[src/rtl/ex_muldiv_if.sv]
// ex_muldiv_if: request/result bundle between the EX stage and the
// iterative multiply/divide unit.
//   start, op, a, b, flush : request from the pipeline (master -> slave)
//   stall_o, busy, done    : status back to hazard control (slave -> master)
//   hi, lo                 : architectural HI/LO registers (slave -> master)
interface ex_muldiv_if #(
    parameter int unsigned WIDTH = 32
);
    logic             start;
    logic [2:0]       op;
    logic [WIDTH-1:0] a;
    logic [WIDTH-1:0] b;
    logic             flush;
    logic             stall_o;
    logic             busy;
    logic             done;
    logic [WIDTH-1:0] hi;
    logic [WIDTH-1:0] lo;

    modport master (
        output start, op, a, b, flush,
        input  stall_o, busy, done, hi, lo
    );

    modport slave (
        input  start, op, a, b, flush,
        output stall_o, busy, done, hi, lo
    );
endinterface

[src/rtl/ex_muldiv.sv]
// ex_muldiv: iterative MULT/MULTU/DIV/DIVU unit (WIDTH+2 cycles) with
// single-cycle MTHI/MTLO. Owns the HI/LO registers and requests a pipeline
// freeze while a multiply/divide is in flight.
//   clk  : clock, rising edge
//   rst  : asynchronous reset, active-high
//   bus  : ex_muldiv_if slave (start/op/a/b/flush in; stall_o/busy/done/hi/lo out)
module ex_muldiv #(
    parameter int unsigned WIDTH = 32
) (
    input logic        clk,
    input logic        rst,
    ex_muldiv_if.slave bus
);
    localparam int unsigned CW = (WIDTH > 1) ? $clog2(WIDTH) : 1;
    localparam int unsigned PW = 2 * WIDTH;

    localparam logic [1:0] S_IDLE = 2'b00;
    localparam logic [1:0] S_RUN  = 2'b01;
    localparam logic [1:0] S_FIX  = 2'b10;

    logic [1:0]       r_state;
    logic [1:0]       w_next_state;
    logic [CW-1:0]    r_cnt;
    logic             r_is_div;
    logic             r_sign_a;
    logic             r_sign_b;
    logic             r_div0;
    logic [WIDTH-1:0] r_rem;   // mul: upper product half; div: partial remainder
    logic [WIDTH-1:0] r_q;     // mul: multiplier / low product; div: dividend / quotient
    logic [WIDTH-1:0] r_opnd;  // multiplicand or divisor magnitude
    logic             r_busy;
    logic             r_done;
    logic [WIDTH-1:0] r_hi;
    logic [WIDTH-1:0] r_lo;

    // Request decode (only honoured in IDLE and without a flush)
    logic             w_idle;
    logic             w_md_start;
    logic             w_mt_start;
    logic             w_signed;
    logic             w_neg_a;
    logic             w_neg_b;
    logic [WIDTH-1:0] w_abs_a;
    logic [WIDTH-1:0] w_abs_b;

    assign w_idle     = (r_state == S_IDLE);
    assign w_md_start = bus.start & ~bus.op[2] & ~bus.flush & w_idle;
    assign w_mt_start = bus.start & (bus.op[2:1] == 2'b10) & ~bus.flush & w_idle;
    assign w_signed   = ~bus.op[0];
    assign w_neg_a    = w_signed & bus.a[WIDTH-1];
    assign w_neg_b    = w_signed & bus.b[WIDTH-1];
    assign w_abs_a    = w_neg_a ? WIDTH'(-bus.a) : bus.a;
    assign w_abs_b    = w_neg_b ? WIDTH'(-bus.b) : bus.b;

    // One iteration step: shift-add multiply, restoring shift-subtract divide
    logic [WIDTH:0]   w_mul_sum;
    logic [WIDTH:0]   w_div_shift;
    logic [WIDTH+1:0] w_div_diff;
    logic             w_div_ok;

    assign w_mul_sum   = {1'b0, r_rem} + (r_q[0] ? {1'b0, r_opnd} : (WIDTH+1)'(0));
    // Trial remainder needs one extra bit before the subtract
    assign w_div_shift = {r_rem, r_q[WIDTH-1]};
    assign w_div_diff  = {1'b0, w_div_shift} - {2'b00, r_opnd};
    assign w_div_ok    = ~w_div_diff[WIDTH+1];

    // Sign correction applied on the FIX cycle
    logic [PW-1:0]    w_prod;
    logic [PW-1:0]    w_prod_fix;
    logic [WIDTH-1:0] w_quo_fix;
    logic [WIDTH-1:0] w_rem_fix;
    logic [WIDTH-1:0] w_hi_res;
    logic [WIDTH-1:0] w_lo_res;

    assign w_prod     = {r_rem, r_q};
    assign w_prod_fix = (r_sign_a ^ r_sign_b) ? PW'(-w_prod) : w_prod;
    assign w_quo_fix  = (r_sign_a ^ r_sign_b) ? WIDTH'(-r_q) : r_q;
    // With a zero divisor the remainder is |a|, so this also restores raw a
    assign w_rem_fix  = r_sign_a ? WIDTH'(-r_rem) : r_rem;
    assign w_hi_res   = r_is_div ? w_rem_fix : w_prod_fix[PW-1:WIDTH];
    assign w_lo_res   = r_is_div ? (r_div0 ? {WIDTH{1'b1}} : w_quo_fix)
                                 : w_prod_fix[WIDTH-1:0];

    // State register
    always_ff @(posedge clk or posedge rst) begin
        if (rst) r_state <= S_IDLE;
        else     r_state <= w_next_state;
    end

    // Next-state logic
    always_comb begin
        w_next_state = r_state;
        case (r_state)
            S_IDLE: if (w_md_start) w_next_state = S_RUN;
            S_RUN: begin
                if (bus.flush)                    w_next_state = S_IDLE;
                else if (r_cnt == CW'(WIDTH - 1)) w_next_state = S_FIX;
            end
            S_FIX:   w_next_state = S_IDLE;
            default: w_next_state = S_IDLE;
        endcase
    end

    // Datapath, HI/LO and status registers
    always_ff @(posedge clk or posedge rst) begin
        if (rst) begin
            r_cnt    <= '0;
            r_is_div <= 1'b0;
            r_sign_a <= 1'b0;
            r_sign_b <= 1'b0;
            r_div0   <= 1'b0;
            r_rem    <= '0;
            r_q      <= '0;
            r_opnd   <= '0;
            r_busy   <= 1'b0;
            r_done   <= 1'b0;
            r_hi     <= '0;
            r_lo     <= '0;
        end else begin
            r_busy <= (w_next_state != S_IDLE);
            r_done <= (r_state == S_FIX) & ~bus.flush;
            case (r_state)
                S_IDLE: begin
                    if (w_md_start) begin
                        r_cnt    <= '0;
                        r_is_div <= bus.op[1];
                        r_sign_a <= w_neg_a;
                        r_sign_b <= w_neg_b;
                        r_div0   <= (bus.b == '0);
                        r_rem    <= '0;
                        r_q      <= bus.op[1] ? w_abs_a : w_abs_b;
                        r_opnd   <= bus.op[1] ? w_abs_b : w_abs_a;
                    end
                    if (w_mt_start) begin
                        if (bus.op[0]) r_lo <= bus.a;
                        else           r_hi <= bus.a;
                    end
                end
                S_RUN: begin
                    r_cnt <= r_cnt + CW'(1);
                    if (r_is_div) begin
                        r_rem <= w_div_ok ? w_div_diff[WIDTH-1:0] : w_div_shift[WIDTH-1:0];
                        r_q   <= {r_q[WIDTH-2:0], w_div_ok};
                    end else begin
                        r_rem <= w_mul_sum[WIDTH:1];
                        r_q   <= {w_mul_sum[0], r_q[WIDTH-1:1]};
                    end
                end
                S_FIX: begin
                    if (!bus.flush) begin
                        r_hi <= w_hi_res;
                        r_lo <= w_lo_res;
                    end
                end
                default: ;
            endcase
        end
    end

    assign bus.stall_o = r_busy | w_md_start;
    assign bus.busy    = r_busy;
    assign bus.done    = r_done;
    assign bus.hi      = r_hi;
    assign bus.lo      = r_lo;
endmodule

[src/flat_wrapper.sv]
// flat-port wrapper written by rule: the top's interface ports become plain ports
module ex_muldiv_flat 
#(
    parameter int unsigned WIDTH = 32
)
  (clk, rst, bus_start, bus_op, bus_a, bus_b, bus_flush, bus_stall_o, bus_busy, bus_done, bus_hi, bus_lo);
  ex_muldiv_if #(.WIDTH(WIDTH)) bus_i ();
  input logic clk;
  input logic rst;
  input wire logic [$bits(bus_i.start)-1:0] bus_start;
  input wire logic [$bits(bus_i.op)-1:0] bus_op;
  input wire logic [$bits(bus_i.a)-1:0] bus_a;
  input wire logic [$bits(bus_i.b)-1:0] bus_b;
  input wire logic [$bits(bus_i.flush)-1:0] bus_flush;
  output wire logic [$bits(bus_i.stall_o)-1:0] bus_stall_o;
  output wire logic [$bits(bus_i.busy)-1:0] bus_busy;
  output wire logic [$bits(bus_i.done)-1:0] bus_done;
  output wire logic [$bits(bus_i.hi)-1:0] bus_hi;
  output wire logic [$bits(bus_i.lo)-1:0] bus_lo;
  assign bus_i.start = bus_start;
  assign bus_i.op = bus_op;
  assign bus_i.a = bus_a;
  assign bus_i.b = bus_b;
  assign bus_i.flush = bus_flush;
  assign bus_stall_o = bus_i.stall_o;
  assign bus_busy = bus_i.busy;
  assign bus_done = bus_i.done;
  assign bus_hi = bus_i.hi;
  assign bus_lo = bus_i.lo;
  ex_muldiv #(.WIDTH(WIDTH)) u_core (.clk(clk), .rst(rst), .bus(bus_i));
endmodule
[config.mk]
export PLATFORM = sky130hd
export DESIGN_NAME = ex_muldiv_flat
export DESIGN_NICKNAME = d
export VERILOG_FILES = /design/src/rtl/ex_muldiv_if.sv /design/src/rtl/ex_muldiv.sv /design/src/flat_wrapper.sv
export SDC_FILE = /design/constraint.sdc
export NUM_CORES = 1
export LEC_CHECK = 0
export CELL_PAD_IN_SITES_DETAIL_PLACEMENT = 1
export CELL_PAD_IN_SITES_GLOBAL_PLACEMENT = 2
export CORE_MARGIN = 2
export CORE_UTILIZATION = 38
export CTS_CLUSTER_DIAMETER = 120
export CTS_CLUSTER_SIZE = 8
export DETAILED_ROUTE_END_ITERATION = 10
export MAX_ROUTING_LAYER = met4
export PLACE_DENSITY_LB_ADDON = 0.1
export SLEW_MARGIN = 30
export SYNTH_ARGS = -nofsm -noshare
export SYNTH_HDL_FRONTEND = slang
export SYNTH_SLANG_ARGS = --single-unit
[constraint.sdc]
create_clock -name clk -period 12 [get_ports clk]
set_input_delay 1.8 -clock clk [delete_from_list [all_inputs] [get_ports clk]]
set_output_delay 1.8 -clock clk [all_outputs]
set_load 0.01 [all_outputs]
==> impl_metrics.ini <==
[run_status]
run_status = complete, no violations

[clock_network]
cts_max_path_buffers = 2
postCtsSetupRepairBufs = 0
cts-hold-fix-buffers = 0
htreeDepth = 4
number_of_buffers_inserted_during_clock_tree_synthesis = 17
ctsRootBufferMaster = clkbuf_16
cts_num_sinks = 173
count_of_cells_resized_by_post_cts_repair = 0
cts.clk_slew.worst_paths_ns = 0.07
worstSkewPairLatency_ns = 0.46
cts_tree = built

[timing]
setup_viol = 0
worst_pin_slew_ns = 0.982
hold_viol = 0
fmax_mhz = 173
holdWs_ns = 0.477
skew_ns = 0.0116
grt_setup_unrepaired = no
slew_hr_pct = 34.5
final_max_slew_viol_count = 0
timing.final.crit_period_ns = 5.77
layout_worst_path_cycle_share_pct = 48.1
setup_tns_final_ns = 0

[yosys]
synth_cell_area_um2 = 14700
async_flop_share_pct = 100
synth.distinct_cells = 75
synth_fp_nets = 2028
yosysWarningCount = 0
synth_enable_flop_cells = 0
yosysTopAreaCell = dfrtp_1
avgSynthCellArea_um2 = 7.80
ys_top_cells_by_area = dfrtp_1 (29%), o21ai_0 (6.1%), ha_1 (6.0%)
postSynth.topFlopCell = dfrtp_1
netlist_instances = 1885
dominant_cell_by_count_in_the_synthesized_netlist = nand2_1
synthTopCellsByCount = nand2_1 (198), nor2_1 (182), o21ai_0 (180), dfrtp_1 (173), a21oi_1 (161)
yosysSeqAreaShare_pct = 29.4
ys_seq_elements = 173
area_share_of_the_largest_cell_type_after_synthesis_pct = 29.4

[place]
finalWeightedCongestion = 0.921
placement.cell_area_um2 = 16500
dp.cells = 2443
portBuffers = 137
post-dp-hpwl_mm = 48.3

[floorplan]
floorplan.die.width_um = 201
die_area_um2 = 40300
start_util_pct = 38.2
core_region_area_um2 = 38500
top_level_ports = 138
rows = 72
die_h_um = 201

[worst_hold_path]
min-delay-path-class = reg2reg

[finish]
final_cells = 2475
final_layout_size_suffix_gt1_share_pct = 4.81
nNetsFinal = 2087
flow.area_growth_from_synthesis_pct = 16.1
final_design_area_no_fill_um2 = 17100

[power_and_ir_drop]
irDropWorstVdd_mv = 0.129
cellLeakagePower_uw = 0.00707
power-per-cell-area_nw_per_um2 = 230

[critical_path]
cp_max_fo = 34
cpPeakStageDelay_ns = 0.53
cpMaxStageDelayCell = clkdlybuf4s50_1
cp-end-kind = output pin
crit_path_frequent_cell = clkdlybuf4s50_1
r2r_setup_slk_ns = 7.29
cp-start-kind = input port
timing.setup.critical_path_class = in2out
critical_path_arrival_ns = 3.97
worstPathRequired_ns = 10.20
worstPathCellList = clkdlybuf4s50_1, nor2_1, nand2_1, or3_2, buf_4, nand2b_1, clkdlybuf4s50_1

[global_routing]
initial_antenna_violation_count = 0
grt_pass1_vias = 14900
groute.layer.met3.usage_pct = 4.89
grt_usage_pct = 31.7
grtUsageMet1_pct = 44.6
grt.busiest_layer = met2
grt_first_pass_wirelength_mm = 94.4
grt_util_met2_pct = 46.2
maximum_number_of_pins_on_one_net_before_global_route_repair = 83
global_route.overflow_total = 0

[detailed_routing]
drtPass1Iterations = 5
wire_per_inst_um = 25.2
drtAntennaViolNets = 0
via_count = 14800
detail_route.vias_per_cell = 5.99
totalWireLength_mm = 62.3
drc = 0
drt-initial-drc-count = 959

[job]
count_of_maximum_capacitance_violations = 0
==> path summary, 6_finish.rpt <==
kind | start | endpoint | cells past startpoint
min in group asynchronous | rst | u_core.bus.lo[5]$_DFFE_PP0P_ | 2
worst max-delay path | bus_flush | bus_stall_o | 7
worst min register to register | u_core.bus.hi[21]$_DFFE_PP0P_ | u_core.bus.hi[21]$_DFFE_PP0P_ | 2
max in group asynchronous | rst | u_core.r_is_div$_DFFE_PP0P_ | 3
worst max register to register | u_core.r_q[0]$_DFFE_PP0P_ | u_core.r_rem[22]$_DFFE_PP0P_ | 13
worst min-delay path | u_core.bus.hi[21]$_DFFE_PP0P_ | u_core.bus.hi[21]$_DFFE_PP0P_ | 2
==> layout by cell type (no fill, tap or decap), drive strengths merged, types with 11 or more instances in the layout <==
cell type and n:
or3 20, nor2b 11, nor4 20, a22oi 21, o31ai 20, nand4 15
o22ai 30, o221ai 13, and3 12, mux2i 53, clkbuf 20, nand2 199
nand3 35, xnor2 93, buf 25, a21oi 161, nand2b 19, nor2 182
ha 70, dfrtp 173, inv 65, a31oi 29, o211ai 27, o21ai 181
nor3 46, clkdlybuf4s50 136, xor2 79, a21o 32, a211oi 47
==> sequential cells by signal, summed over array words and instances (netlist names) <==
name,flops
u_core.r_div0,1
u_core.r_cnt,5
u_core.r_state,2
u_core.r_sign_a,1
u_core.r_q,32
u_core.bus.hi,32
u_core.r_is_div,1
u_core.r_rem,32
u_core.r_sign_b,1
u_core.bus.done,1
u_core.bus.lo,32
u_core.r_opnd,32
u_core.bus.busy,1
==> final cells by class <==
type / count / area [um2]
antenna: 1 / 2.50
clock buffer: 20 / 467
clock inverter: 11 / 86.3
fill: 4694 / 21400
inverter: 63 / 241
multi-input combinational: 1528 / 9750
sequential: 173 / 4330
tap: 518 / 648
timing repair buffer: 161 / 1550
==> per-layer routing <==
layer	vias up	wire length, um	share of wire [%]
met5	-	0	0
met4	0	1960	3.1
met3	88	3540	5.7
met2	425	27000	43
met1	7355	29800	48
li1	6948	-	-
==> per-stage QoR <==
step	total power (uW)	utilization, %	worst slack, ns
CTS	3900	44.3	6.26
floorplan	2500	-	5.51
global route	4190	44.4	6.14
finish	3930	44.4	6.23
global placement	3280	42.9	6.27
detailed placement	3340	42.9	6.26
==> power breakdown <==
part | internal (uW) | switching (uW)
Sequential | 754 | 329
Combinational | 926 | 1360
Clock | 283 | 272
Total | 1960 | 1960
==> cell families after synthesis <==
group / count (synthesis) / share of synthesized area (%)
xor+xnor: 172 / 10.2
compound gates: 629 / 26.7
mux: 57 / 3.91
fa+ha+maj: 72 / 6.23
flops: 173 / 29.4
simple gates: 598 / 18.7
buf+inv: 184 / 4.76
==> worst max-delay path: cells and delay by family <==
kind                   cells  cell delay (ns)
and+or+nand+nor            4             0.87
buffers and inverters      3             1.27
(Power assumes the default switching activity.)
